===== config.mk =====
export PLATFORM = sky130hd
export DESIGN_NAME = trng_word_arbiter
export DESIGN_NICKNAME = d
export VERILOG_FILES = /design/src/rtl/trng_word_arbiter.sv
export SDC_FILE = /design/constraint.sdc
export NUM_CORES = 1
export LEC_CHECK = 0
export ABC_AREA = 1
export BUFFER_PORTS_ARGS = -buffer_cell sky130_fd_sc_hd__buf_2
export CAP_MARGIN = 25
export CORE_UTILIZATION = 49
export DETAILED_ROUTE_END_ITERATION = 16
export PLACE_DENSITY_LB_ADDON = 0.25
export SLEW_MARGIN = 10
export SYNTH_ARGS = -nofsm -noshare
export SYNTH_HDL_FRONTEND = slang
export SYNTH_SLANG_ARGS = --single-unit

===== constraint.sdc =====
create_clock -name clk -period 1.89 [get_ports clk]
set_input_delay 0.0945 -clock clk [delete_from_list [all_inputs] [get_ports clk]]
set_output_delay 0.0945 -clock clk [all_outputs]
set_load 0.005 [all_outputs]

===== src/rtl/trng_word_arbiter.sv =====
// Sequences the padlock TRNG core, packs accepted bits MSB-first into words and
// hands them round-robin to requesters, with a sticky repetition-count health test.
module trng_word_arbiter #(
    parameter int WORD_W    = 32,
    parameter int N_REQ     = 2,
    parameter int REP_LIMIT = 32
) (
    input  logic              clk,
    input  logic              rst,
    input  logic              bit_in,
    input  logic              bit_valid,
    output logic              core_en,
    input  logic [N_REQ-1:0]  req,
    output logic [N_REQ-1:0]  gnt,
    output logic [WORD_W-1:0] word_out,
    output logic              word_valid,
    output logic              health_fail
);

    localparam int CNT_W = $clog2(WORD_W);
    localparam int RUN_W = $clog2(REP_LIMIT + 1);
    localparam int IDX_W = (N_REQ > 1) ? $clog2(N_REQ) : 1;

    typedef enum logic [1:0] {
        IDLE    = 2'd0,
        FILL    = 2'd1,
        PRESENT = 2'd2,
        FAIL    = 2'd3
    } state_t;

    state_t             state_r;
    state_t             state_next_s;
    logic [CNT_W-1:0]   bit_cnt_r;
    logic [RUN_W-1:0]   run_cnt_r;
    logic [RUN_W-1:0]   run_next_s;
    logic               last_bit_r;
    logic [IDX_W-1:0]   rr_ptr_r;
    logic [IDX_W-1:0]   owner_r;
    logic [IDX_W-1:0]   owner_inc_s;
    logic [IDX_W-1:0]   pick_idx_s;
    logic               pick_valid_s;
    logic               owner_req_s;
    logic               accept_s;
    logic               rep_hit_s;
    logic               last_bit_of_word_s;
    logic [N_REQ-1:0]   gnt_r;
    logic [N_REQ-1:0]   gnt_next_s;
    logic [WORD_W-1:0]  word_r;
    logic               core_en_r;
    logic               word_valid_r;
    logic               health_fail_r;

    function automatic logic [N_REQ-1:0] onehot(input logic [IDX_W-1:0] idx);
        logic [N_REQ-1:0] v;
        v = '0;
        for (int i = 0; i < N_REQ; i++) begin
            v[i] = (IDX_W'(i) == idx);
        end
        return v;
    endfunction

    // Round-robin pick: first requester at or after the pointer, wrapping.
    always_comb begin
        pick_valid_s = 1'b0;
        pick_idx_s   = '0;
        for (int i = 0; i < N_REQ; i++) begin
            pick_idx_s   = (req[(int'(rr_ptr_r) + i) % N_REQ] && !pick_valid_s)
                           ? IDX_W'((int'(rr_ptr_r) + i) % N_REQ) : pick_idx_s;
            pick_valid_s = pick_valid_s | req[(int'(rr_ptr_r) + i) % N_REQ];
        end
    end

    // Bit acceptance and repetition-count lookahead; an owner drop blocks acceptance.
    always_comb begin
        owner_req_s        = req[owner_r];
        owner_inc_s        = IDX_W'((int'(owner_r) + 1) % N_REQ);
        accept_s           = (state_r == FILL) && bit_valid && owner_req_s;
        last_bit_of_word_s = (bit_cnt_r == CNT_W'(WORD_W - 1));
        if (bit_in == last_bit_r) begin
            run_next_s = (run_cnt_r == RUN_W'(REP_LIMIT)) ? run_cnt_r : run_cnt_r + RUN_W'(1);
        end else begin
            run_next_s = RUN_W'(1);
        end
        rep_hit_s = accept_s && (run_next_s == RUN_W'(REP_LIMIT));
    end

    // State register.
    always_ff @(posedge clk or posedge rst) begin
        if (rst) begin
            state_r <= IDLE;
        end else begin
            state_r <= state_next_s;
        end
    end

    // Next-state logic; health failure outranks word completion.
    always_comb begin
        state_next_s = state_r;
        case (state_r)
            IDLE:    state_next_s = pick_valid_s ? FILL : IDLE;
            FILL: begin
                if (!owner_req_s) begin
                    state_next_s = IDLE;
                end else if (rep_hit_s) begin
                    state_next_s = FAIL;
                end else if (accept_s && last_bit_of_word_s) begin
                    state_next_s = PRESENT;
                end else begin
                    state_next_s = FILL;
                end
            end
            PRESENT: state_next_s = IDLE;
            FAIL:    state_next_s = FAIL;
            default: state_next_s = IDLE;
        endcase
    end

    // Output next values, registered below so every output comes from a flop.
    always_comb begin
        gnt_next_s = '0;
        case (state_r)
            IDLE:    gnt_next_s = pick_valid_s ? onehot(pick_idx_s) : '0;
            FILL:    gnt_next_s = ((state_next_s == FILL) || (state_next_s == PRESENT)) ? gnt_r : '0;
            PRESENT: gnt_next_s = '0;
            FAIL:    gnt_next_s = '0;
            default: gnt_next_s = '0;
        endcase
    end

    // Output registers.
    always_ff @(posedge clk or posedge rst) begin
        if (rst) begin
            gnt_r         <= '0;
            core_en_r     <= 1'b0;
            word_valid_r  <= 1'b0;
            health_fail_r <= 1'b0;
        end else begin
            gnt_r         <= gnt_next_s;
            core_en_r     <= (state_next_s == FILL);
            word_valid_r  <= (state_next_s == PRESENT);
            health_fail_r <= (state_next_s == FAIL);
        end
    end

    // Shift register, counters and round-robin pointer.
    always_ff @(posedge clk or posedge rst) begin
        if (rst) begin
            word_r     <= '0;
            bit_cnt_r  <= '0;
            run_cnt_r  <= '0;
            last_bit_r <= 1'b0;
            rr_ptr_r   <= '0;
            owner_r    <= '0;
        end else begin
            if ((state_r == IDLE) && pick_valid_s) begin
                word_r    <= '0;
                bit_cnt_r <= '0;
                owner_r   <= pick_idx_s;
            end else if (accept_s) begin
                word_r     <= {word_r[WORD_W-2:0], bit_in};
                bit_cnt_r  <= bit_cnt_r + CNT_W'(1);
                run_cnt_r  <= run_next_s;
                last_bit_r <= bit_in;
            end else begin
                word_r <= word_r;
            end
            if (((state_r == FILL) && !owner_req_s) || (state_r == PRESENT)) begin
                rr_ptr_r <= owner_inc_s;
            end else begin
                rr_ptr_r <= rr_ptr_r;
            end
        end
    end

    assign gnt         = gnt_r;
    assign core_en     = core_en_r;
    assign word_out    = word_r;
    assign word_valid  = word_valid_r;
    assign health_fail = health_fail_r;

endmodule

==> results of run 1 <==
cells in the final DEF, fill, tap and decap left out, types with 4 or more instances in the layout:
master                      n
sky130_fd_sc_hd__nor2_2     4
sky130_fd_sc_hd__buf_4     23
sky130_fd_sc_hd__o22ai_1   30
sky130_fd_sc_hd__nor2_1     7
sky130_fd_sc_hd__nand3_1    5
sky130_fd_sc_hd__nand3_2    7
sky130_fd_sc_hd__buf_2     42
sky130_fd_sc_hd__dfrtp_1   50
sky130_fd_sc_hd__clkbuf_8   5
sky130_fd_sc_hd__ha_4       4
sky130_fd_sc_hd__buf_6      4
sky130_fd_sc_hd__inv_2      7
sky130_fd_sc_hd__o21ai_0   11
sky130_fd_sc_hd__inv_1     49
sky130_fd_sc_hd__nand2_1   34
sequential cells by signal, summed over array words and instances (netlist names):
register	flops
word_valid	1
rr_ptr_r	1
bit_cnt_r	5
run_cnt_r	6
gnt	2
last_bit_r	1
core_en	1
state_r	2
owner_r	1
word_out	32
health_fail	1
worst max-delay path, stage by stage, from the launching register on:
cell	delay [ns]
sky130_fd_sc_hd__dfrtp_2	0.47
sky130_fd_sc_hd__ha_4	0.20
sky130_fd_sc_hd__inv_2	0.04
sky130_fd_sc_hd__nand2_1	0.04
sky130_fd_sc_hd__nand2_1	0.06
sky130_fd_sc_hd__nor2_1	0.04
sky130_fd_sc_hd__nand2_1	0.08
sky130_fd_sc_hd__nand3_2	0.06
sky130_fd_sc_hd__nor2_1	0.10
sky130_fd_sc_hd__nand3_1	0.12
sky130_fd_sc_hd__buf_4	0.16
sky130_fd_sc_hd__nand3_2	0.07
sky130_fd_sc_hd__inv_2	0.05
sky130_fd_sc_hd__ha_4	0.20
sky130_fd_sc_hd__or2_4	0.26
sky130_fd_sc_hd__o21ai_2	0.12
repair_timing:
action	in CTS	in global routing
endpoints found under the setup margin	2	18
hold buffers	1	0
pin swaps	5	13
resized for setup	6	23
endpoints found under the hold margin	25	0
buffers inserted	3	5
layer usage:
| metal | vias to the layer above | wire [um] | global-route usage (%) |
|---|---|---|---|
| met2 | 40 | 2450 | 33.7 |
| met3 | 2 | 140 | 4.27 |
| met4 | 0 | 12 | 5.11 |
| li1 | 946 | - | - |
| met1 | 910 | 2290 | 27.8 |
| met5 | - | 0 | 0 |
cells by family (layout without fill, tap and decap cells):
logic type                 Yosys count  count (layout)  share of synthesized area [%]
and+or+nand+nor                     67              67                           12.4
adders and majority gates            7               7                           3.77
DFF                                 53              53                           57.1
buffers and inverters               65             136                           12.4
AOI/OAI and AO/OA                   55              55                           14.3
layout make-up:
type / instances / share of cell area, %
Clock buffer: 7 / 2.55
Tap cell: 52 / 2.17
Timing Repair Buffer: 72 / 16.0
Multi-Input combinational cell: 129 / 27.7
Clock inverter: 1 / 0.251
Inverter: 56 / 7.02
Sequential cell: 53 / 44.4
where the power goes:
part	leakage (nW)	internal, mW	total (mW)	switching [mW]
combinational	0.757	0.667	1.45	0.786
sequential	0.717	1.29	1.42	0.126
clock	0.0385	0.263	0.615	0.352
final timing paths:
kind | cells past startpoint | to | from
setup / recovery | 15 | gnt[1] | run_cnt_r[1]
setup reg to reg | 15 | gnt[1] | run_cnt_r[1]
max in group asynchronous | 4 | word_out[19] | rst
hold / removal | 3 | last_bit_r | bit_in
min in group asynchronous | 3 | word_out[26] | rst
hold reg to reg | 1 | bit_cnt_r[2] | bit_cnt_r[2]
==> load_flow_metrics.sql, run 1 <==
INSERT INTO impl_metrics (metric_group, metric, value, unit) VALUES
('synth', 'yosys_register_bits', '53', ''),
('detailed_routing', 'drtAntennaViolNets', '0', ''),
('global_route', 'antenna_found_initial', '0', ''),
('synth', 'synthesis.area', '2320', 'um2'),
('run_status', 'failed_checks', 'negative setup slack', ''),
('cells_and_area', 'sequential_cell_area', '1330', 'um2'),
('worst_setup_path', 'worst_ep_arrival_time', '2.35', 'ns'),
('global_route', 'grt_start_max_net_pins', '29', ''),
('cells_and_area', 'post-route-util', '67.4', '%'),
('cells_and_area', 'finalNetCount', '330', ''),
('sta', 'post-route-worst-setup-slack', '-0.226', 'ns'),
('sta', 'grt_setup_unrepaired', 'yes', ''),
('synth', 'synthesis.nets', '260', ''),
('synth', 'number_of_synthesized_flops_with_an_enable_pin', '0', ''),
('detailed_routing', 'drt-wirelength-per-cell', '13.2', 'um'),
('floorplanning', 'die_w', '70.9', 'um'),
('power', 'max-vdd-ir-drop', '632', 'uV'),
('placement', 'numPlacedInstances', '354', ''),
('detailed_routing', 'route.detailed.vias_per_inst', '5.13', ''),
('global_route', 'grtUsageTotal', '20.4', '%'),
('sta', 'final_min_period_over_clock_period', '112', '%'),
('floorplanning', 'initial_utilization', '52.3', '%'),
('cells_and_area', 'synthToLayoutAreaGrowth', '28.9', '%'),
('worst_setup_path', 'r2r_slack', '-0.23', 'ns'),
('cts', 'clk_pin_slew', '0.09', 'ns'),
('detailed_routing', 'postRouteWirelength', '4900', 'um'),
('placement', 'gp_congestion', '0.805', ''),
('sta', 'setup_viol', '4', ''),
('run_status', 'status', 'complete, but fails checks', ''),
('cts', 'ctsRootBufferMaster', 'sky130_fd_sc_hd__clkbuf_8', ''),
('job', 'number_of_max_capacitance_violations_reported', '0', ''),
('floorplanning', 'core-area', '4440', 'um2'),
('synth', 'async_flop_share', '100', '%'),
('sta', 'worst-slew-pin-transition', '0.572', 'ns'),
('synth', 'synthTopCellsByCount', 'sky130_fd_sc_hd__inv_1, sky130_fd_sc_hd__dfrtp_1, sky130_fd_sc_hd__nand2_1, sky130_fd_sc_hd__o22ai_1', ''),
('floorplanning', 'top_level_ports', '43', ''),
('sta', 'period_needed', '2.12', 'ns'),
('sta', 'timing.max_slew.rel_slack', '61.8', '%'),
('floorplanning', 'die_y', '70.9', 'um'),
('global_route', 'first_global_vias', '1787', ''),
('worst_setup_path', 'crit_end_element', 'flip-flop', ''),
('cts', 'worstSkewPairLatency', '0.30', 'ns'),
('sta', 'final-hold-violation-count', '0', ''),
('detailed_routing', 'routed-via-count', '1898', ''),
('min_path', 'worst_min_delay_path_category', 'input port to flip-flop', ''),
('synth', 'synth_cell_type_count', '24', ''),
('detailed_routing', 'dr.first_iter.drc_count', '109', ''),
('synth', 'syn_area_cell', '9.41', 'um2'),
('global_route', 'grt_first_pass_wirelength', '8040', 'um'),
('placement', 'post-place-ws', '-0.208', 'ns'),
('synth', 'yosys-top-cells-area', 'sky130_fd_sc_hd__dfrtp_1, sky130_fd_sc_hd__inv_1, sky130_fd_sc_hd__o22ai_1', ''),
('cells_and_area', 'fill_cells', '366', ''),
('cts', 'cts_inserted_buffers', '5', ''),
('synth', 'postSynthCellCount', '247', ''),
('worst_setup_path', 'path_class', 'flip-flop to flip-flop', ''),
('worst_setup_path', 'type_of_origin_of_the_critical_path', 'flip-flop', ''),
('sta', 'final.hold.worst_slack', '0.0709', 'ns'),
('worst_setup_path', 'worstPathRequired', '2.13', 'ns'),
('synth', 'synthDominantCellAreaShare', '57.1', '%'),
('floorplanning', 'placement_rows', '24', ''),
('cts', 'cts.htree.levels', '2', ''),
('power', 'post_route_total_power', '3.48', 'mW'),
('cells_and_area', 'finalNonFillerCells', '370', ''),
('placement', 'dp_area', '2740', 'um2'),
('sta', 'clock-skew-final', '0.00419', 'ns'),
('power', 'leakagePower', '1.51', 'nW'),
('placement', 'port_buffers', '42', ''),
('power', 'power.density', '1160', 'nW/um2'),
('cells_and_area', 'diodes_inserted', '0', ''),
('detailed_routing', 'drc', '0', ''),
('cts', 'cts_tree', 'done', '');
Note: power is estimated with default switching activity, not from simulation.
==> run 2: changes to the inputs <==
--- a/config.mk
+++ b/config.mk
@@ -6,10 +6,11 @@
 export NUM_CORES = 1
 export LEC_CHECK = 0
 export ABC_AREA = 1
-export BUFFER_PORTS_ARGS = -buffer_cell sky130_fd_sc_hd__buf_2
+export ABC_CLOCK_PERIOD_IN_PS = 1890
 export CAP_MARGIN = 25
-export CORE_UTILIZATION = 49
+export CORE_UTILIZATION = 55
 export DETAILED_ROUTE_END_ITERATION = 16
+export DONT_BUFFER_PORTS = 1
 export PLACE_DENSITY_LB_ADDON = 0.25
 export SLEW_MARGIN = 10
 export SYNTH_ARGS = -nofsm -noshare
==> run 2 against run 1 <==
  * The flow still finishes with violations (negative setup slack)
  * Utilization rose by 2.7 points
  * Largest power group is now registers
  * Worst hold slack got worse by 0.037 ns
  * Combinational power is 3% lower
  * Setup slack lost 0.032 ns
  * Critical path depth stayed put
  * Global-route usage rose by 3.6 points
  * First-iteration DRC count shrank 24%
  * Via count decreased by 5.6%
  * Critical endpoint is now gnt[0]
==> load_flow_metrics.sql, run 2 (same netlist as run 1, synthesis figures left out) <==
INSERT INTO impl_metrics (metric_group, metric, value, unit) VALUES
('run_status', 'status', 'complete, but fails checks', ''),
('run_status', 'failed_checks', 'negative setup slack', ''),
('worst_setup_path', 'worstPathRequired', '2.12', 'ns'),
('cells_and_area', 'share_of_final_layout_standard_cells_stronger_than_drive_strength_1', '25.7', '%'),
('sta', 'setup-tns-final', '-0.512', 'ns'),
('floorplanning', 'placement_rows', '23', ''),
('global_route', 'antenna_found_initial', '0', ''),
('sta', 'worst-slew-pin-transition', '0.561', 'ns'),
('floorplanning', 'top_level_ports', '43', ''),
('sta', 'grt_setup_unrepaired', 'yes', ''),
('power', 'leakagePower', '1.31', 'nW'),
('cts', 'cts_inserted_buffers', '5', ''),
('cts', 'cts.htree.levels', '2', ''),
('detailed_routing', 'postRouteWirelength', '4900', 'um'),
('placement', 'port_buffers', '0', ''),
('sta', 'final_min_period_over_clock_period', '114', '%'),
('min_path', 'worst_min_delay_path_category', 'input port to flip-flop', ''),
('floorplanning', 'initial_utilization', '57.7', '%'),
('worst_setup_path', 'cp_top_family', 'simple AND/OR/NAND/NOR gates', ''),
('placement', 'dp_hpwl', '3070', 'um'),
('detailed_routing', 'drt-wirelength-per-cell', '15.0', 'um'),
('power', 'max-vdd-ir-drop', '800', 'uV'),
('sta', 'clock-skew-final', '0.00858', 'ns'),
('worst_setup_path', 'crit_end_element', 'flip-flop', ''),
('sta', 'final-hold-violation-count', '0', ''),
('detailed_routing', 'route.detailed.vias_per_inst', '5.50', ''),
('worst_setup_path', 'worstPathCellList', 'ha_4, inv_2, nand2_2, nand2_2, nor2_2, nand2_1, nand3_1, nor2_1, nand3_2, nand2_2, nand2_2, nand2_4, ha_4, or2_4, o22ai_2', ''),
('placement', 'dp_area', '2540', 'um2'),
('sta', 'period_needed', '2.15', 'ns'),
('cells_and_area', 'finalInstanceArea', '2820', 'um2'),
('placement', 'gp_congestion', '0.847', ''),
('detailed_routing', 'routed-via-count', '1792', ''),
('sta', 'setup_viol', '2', ''),
('sta', 'post-route-worst-setup-slack', '-0.259', 'ns'),
('detailed_routing', 'drtPass1Iterations', '6', ''),
('cts', 'clk_path_buf_depth', '2', ''),
('power', 'power.density', '1270', 'nW/um2'),
('worst_setup_path', 'max_stage_delay', '0.46', 'ns'),
('cts', 'worstSkewPairLatency', '0.31', 'ns'),
('job', 'number_of_max_capacitance_violations_reported', '0', ''),
('worst_setup_path', 'critical_path.most_common_cell', 'sky130_fd_sc_hd__nand2_2', ''),
('global_route', 'first_global_vias', '1824', ''),
('global_route', 'grt_first_pass_wirelength', '8000', 'um'),
('cts', 'ctsRootBufferMaster', 'sky130_fd_sc_hd__clkbuf_8', ''),
('cells_and_area', 'finalNetCount', '289', ''),
('cts', 'cts_tree', 'done', ''),
('cts', 'cts.sinks', '53', ''),
('detailed_routing', 'drc', '0', ''),
('global_route', 'grt_start_max_net_pins', '32', ''),
('cells_and_area', 'most-common-layout-cells', 'sky130_fd_sc_hd__inv_1, sky130_fd_sc_hd__dfrtp_1, sky130_fd_sc_hd__nand2_1, sky130_fd_sc_hd__o22ai_1, sky130_fd_sc_hd__buf_4', ''),
('sta', 'timing.max_slew.rel_slack', '62.6', '%'),
('floorplanning', 'floorplan.die_area', '4490', 'um2'),
('worst_setup_path', 'worst_ep_arrival_time', '2.38', 'ns'),
('global_route', 'grtUsageTotal', '24.0', '%'),
('global_route', 'total_congestion_overflow', '0', ''),
('floorplanning', 'die_w', '67.0', 'um'),
('cells_and_area', 'diodes_inserted', '0', ''),
('worst_setup_path', 'path_class', 'flip-flop to flip-flop', ''),
('worst_setup_path', 'cp.buffers_inverters', '1', ''),
('detailed_routing', 'drtAntennaViolNets', '0', ''),
('cells_and_area', 'largest_register_ff_count', '32', ''),
('cts', 'clk_pin_slew', '0.09', 'ns'),
('cells_and_area', 'synthToLayoutAreaGrowth', '21.5', '%'),
('worst_setup_path', 'type_of_origin_of_the_critical_path', 'flip-flop', ''),
('sta', 'final.hold.worst_slack', '0.0344', 'ns'),
('worst_setup_path', 'critical_path_peak_fanout', '4', ''),
('detailed_routing', 'dr.first_iter.drc_count', '83', ''),
('floorplanning', 'die_y', '67.0', 'um'),
('worst_setup_path', 'slowest_stage', 'sky130_fd_sc_hd__dfrtp_2', ''),
('sta', 'clock.fmax', '465', 'MHz'),
('sta', 'maxSlewViolCount', '0', ''),
('floorplanning', 'core-area', '4030', 'um2');
==> run 2: cell count changes in the layout (fill, tap and decap cells not counted), sizes merged <==
cell,change
inv,+1
clkbuf,-2
clkinvlp,-1
buf,-42
bufinv,+1
dlygate4sd3,+1
==> run 2: path summary, 6_finish.rpt <==
check,startpoint,end,slack (ns),cells past startpoint
setup / recovery,run_cnt_r[1],gnt[0],-0.26,15
hold / removal,req[1],gnt[0],0.03,2
setup reg to reg,run_cnt_r[1],gnt[0],-0.26,15
hold reg to reg,bit_cnt_r[2],bit_cnt_r[2],0.49,1
max in group asynchronous,rst,run_cnt_r[1],0.94,3
min in group asynchronous,rst,word_out[8],0.31,2
==> run 2: cell type report <==
cell class | count | area, um2
Sequential cell | 53 | 1330
Fill cell | 298 | 1210
Multi-Input combinational cell | 129 | 842
Timing Repair Buffer | 31 | 270
Inverter | 56 | 210
Clock buffer | 5 | 68.8
Tap cell | 50 | 62.6
Clock inverter | 2 | 38.8
==> run 2: through the flow <==
step                setup slack (ns)  utilization, %  power (mW)  cells
detailed placement            -0.255            63.0        2.58    312
global route                  -0.359            70.1        3.80    326
CTS                           -0.158            68.4        3.43    327
finish                        -0.259            70.1        3.59    326
global placement              -0.249            63.0        2.54    312
floorplan                    -0.0494               -        2.19    247
==> run 2: power breakdown <==
part	switching [mW]	total [mW]	internal, mW
clock network	0.366	0.758	0.392
logic	0.779	1.40	0.624
registers	0.134	1.43	1.29
total	1.28	3.59	2.31
==> run 2: metal layers <==
layer	GRT usage, %	share of wire [%]
met5	0	0
met4	10.1	1.8
met3	6.68	5.0
met2	41.3	50
met1	27.8	43
==> run 2: what timing repair did <==
item,4_1_cts,5_1_grt
hold endpoints to repair,27,0
resized for setup,11,19
pin swaps,6,7
hold buffers,2,0
buffers inserted,6,2
endpoints found under the setup margin,2,4
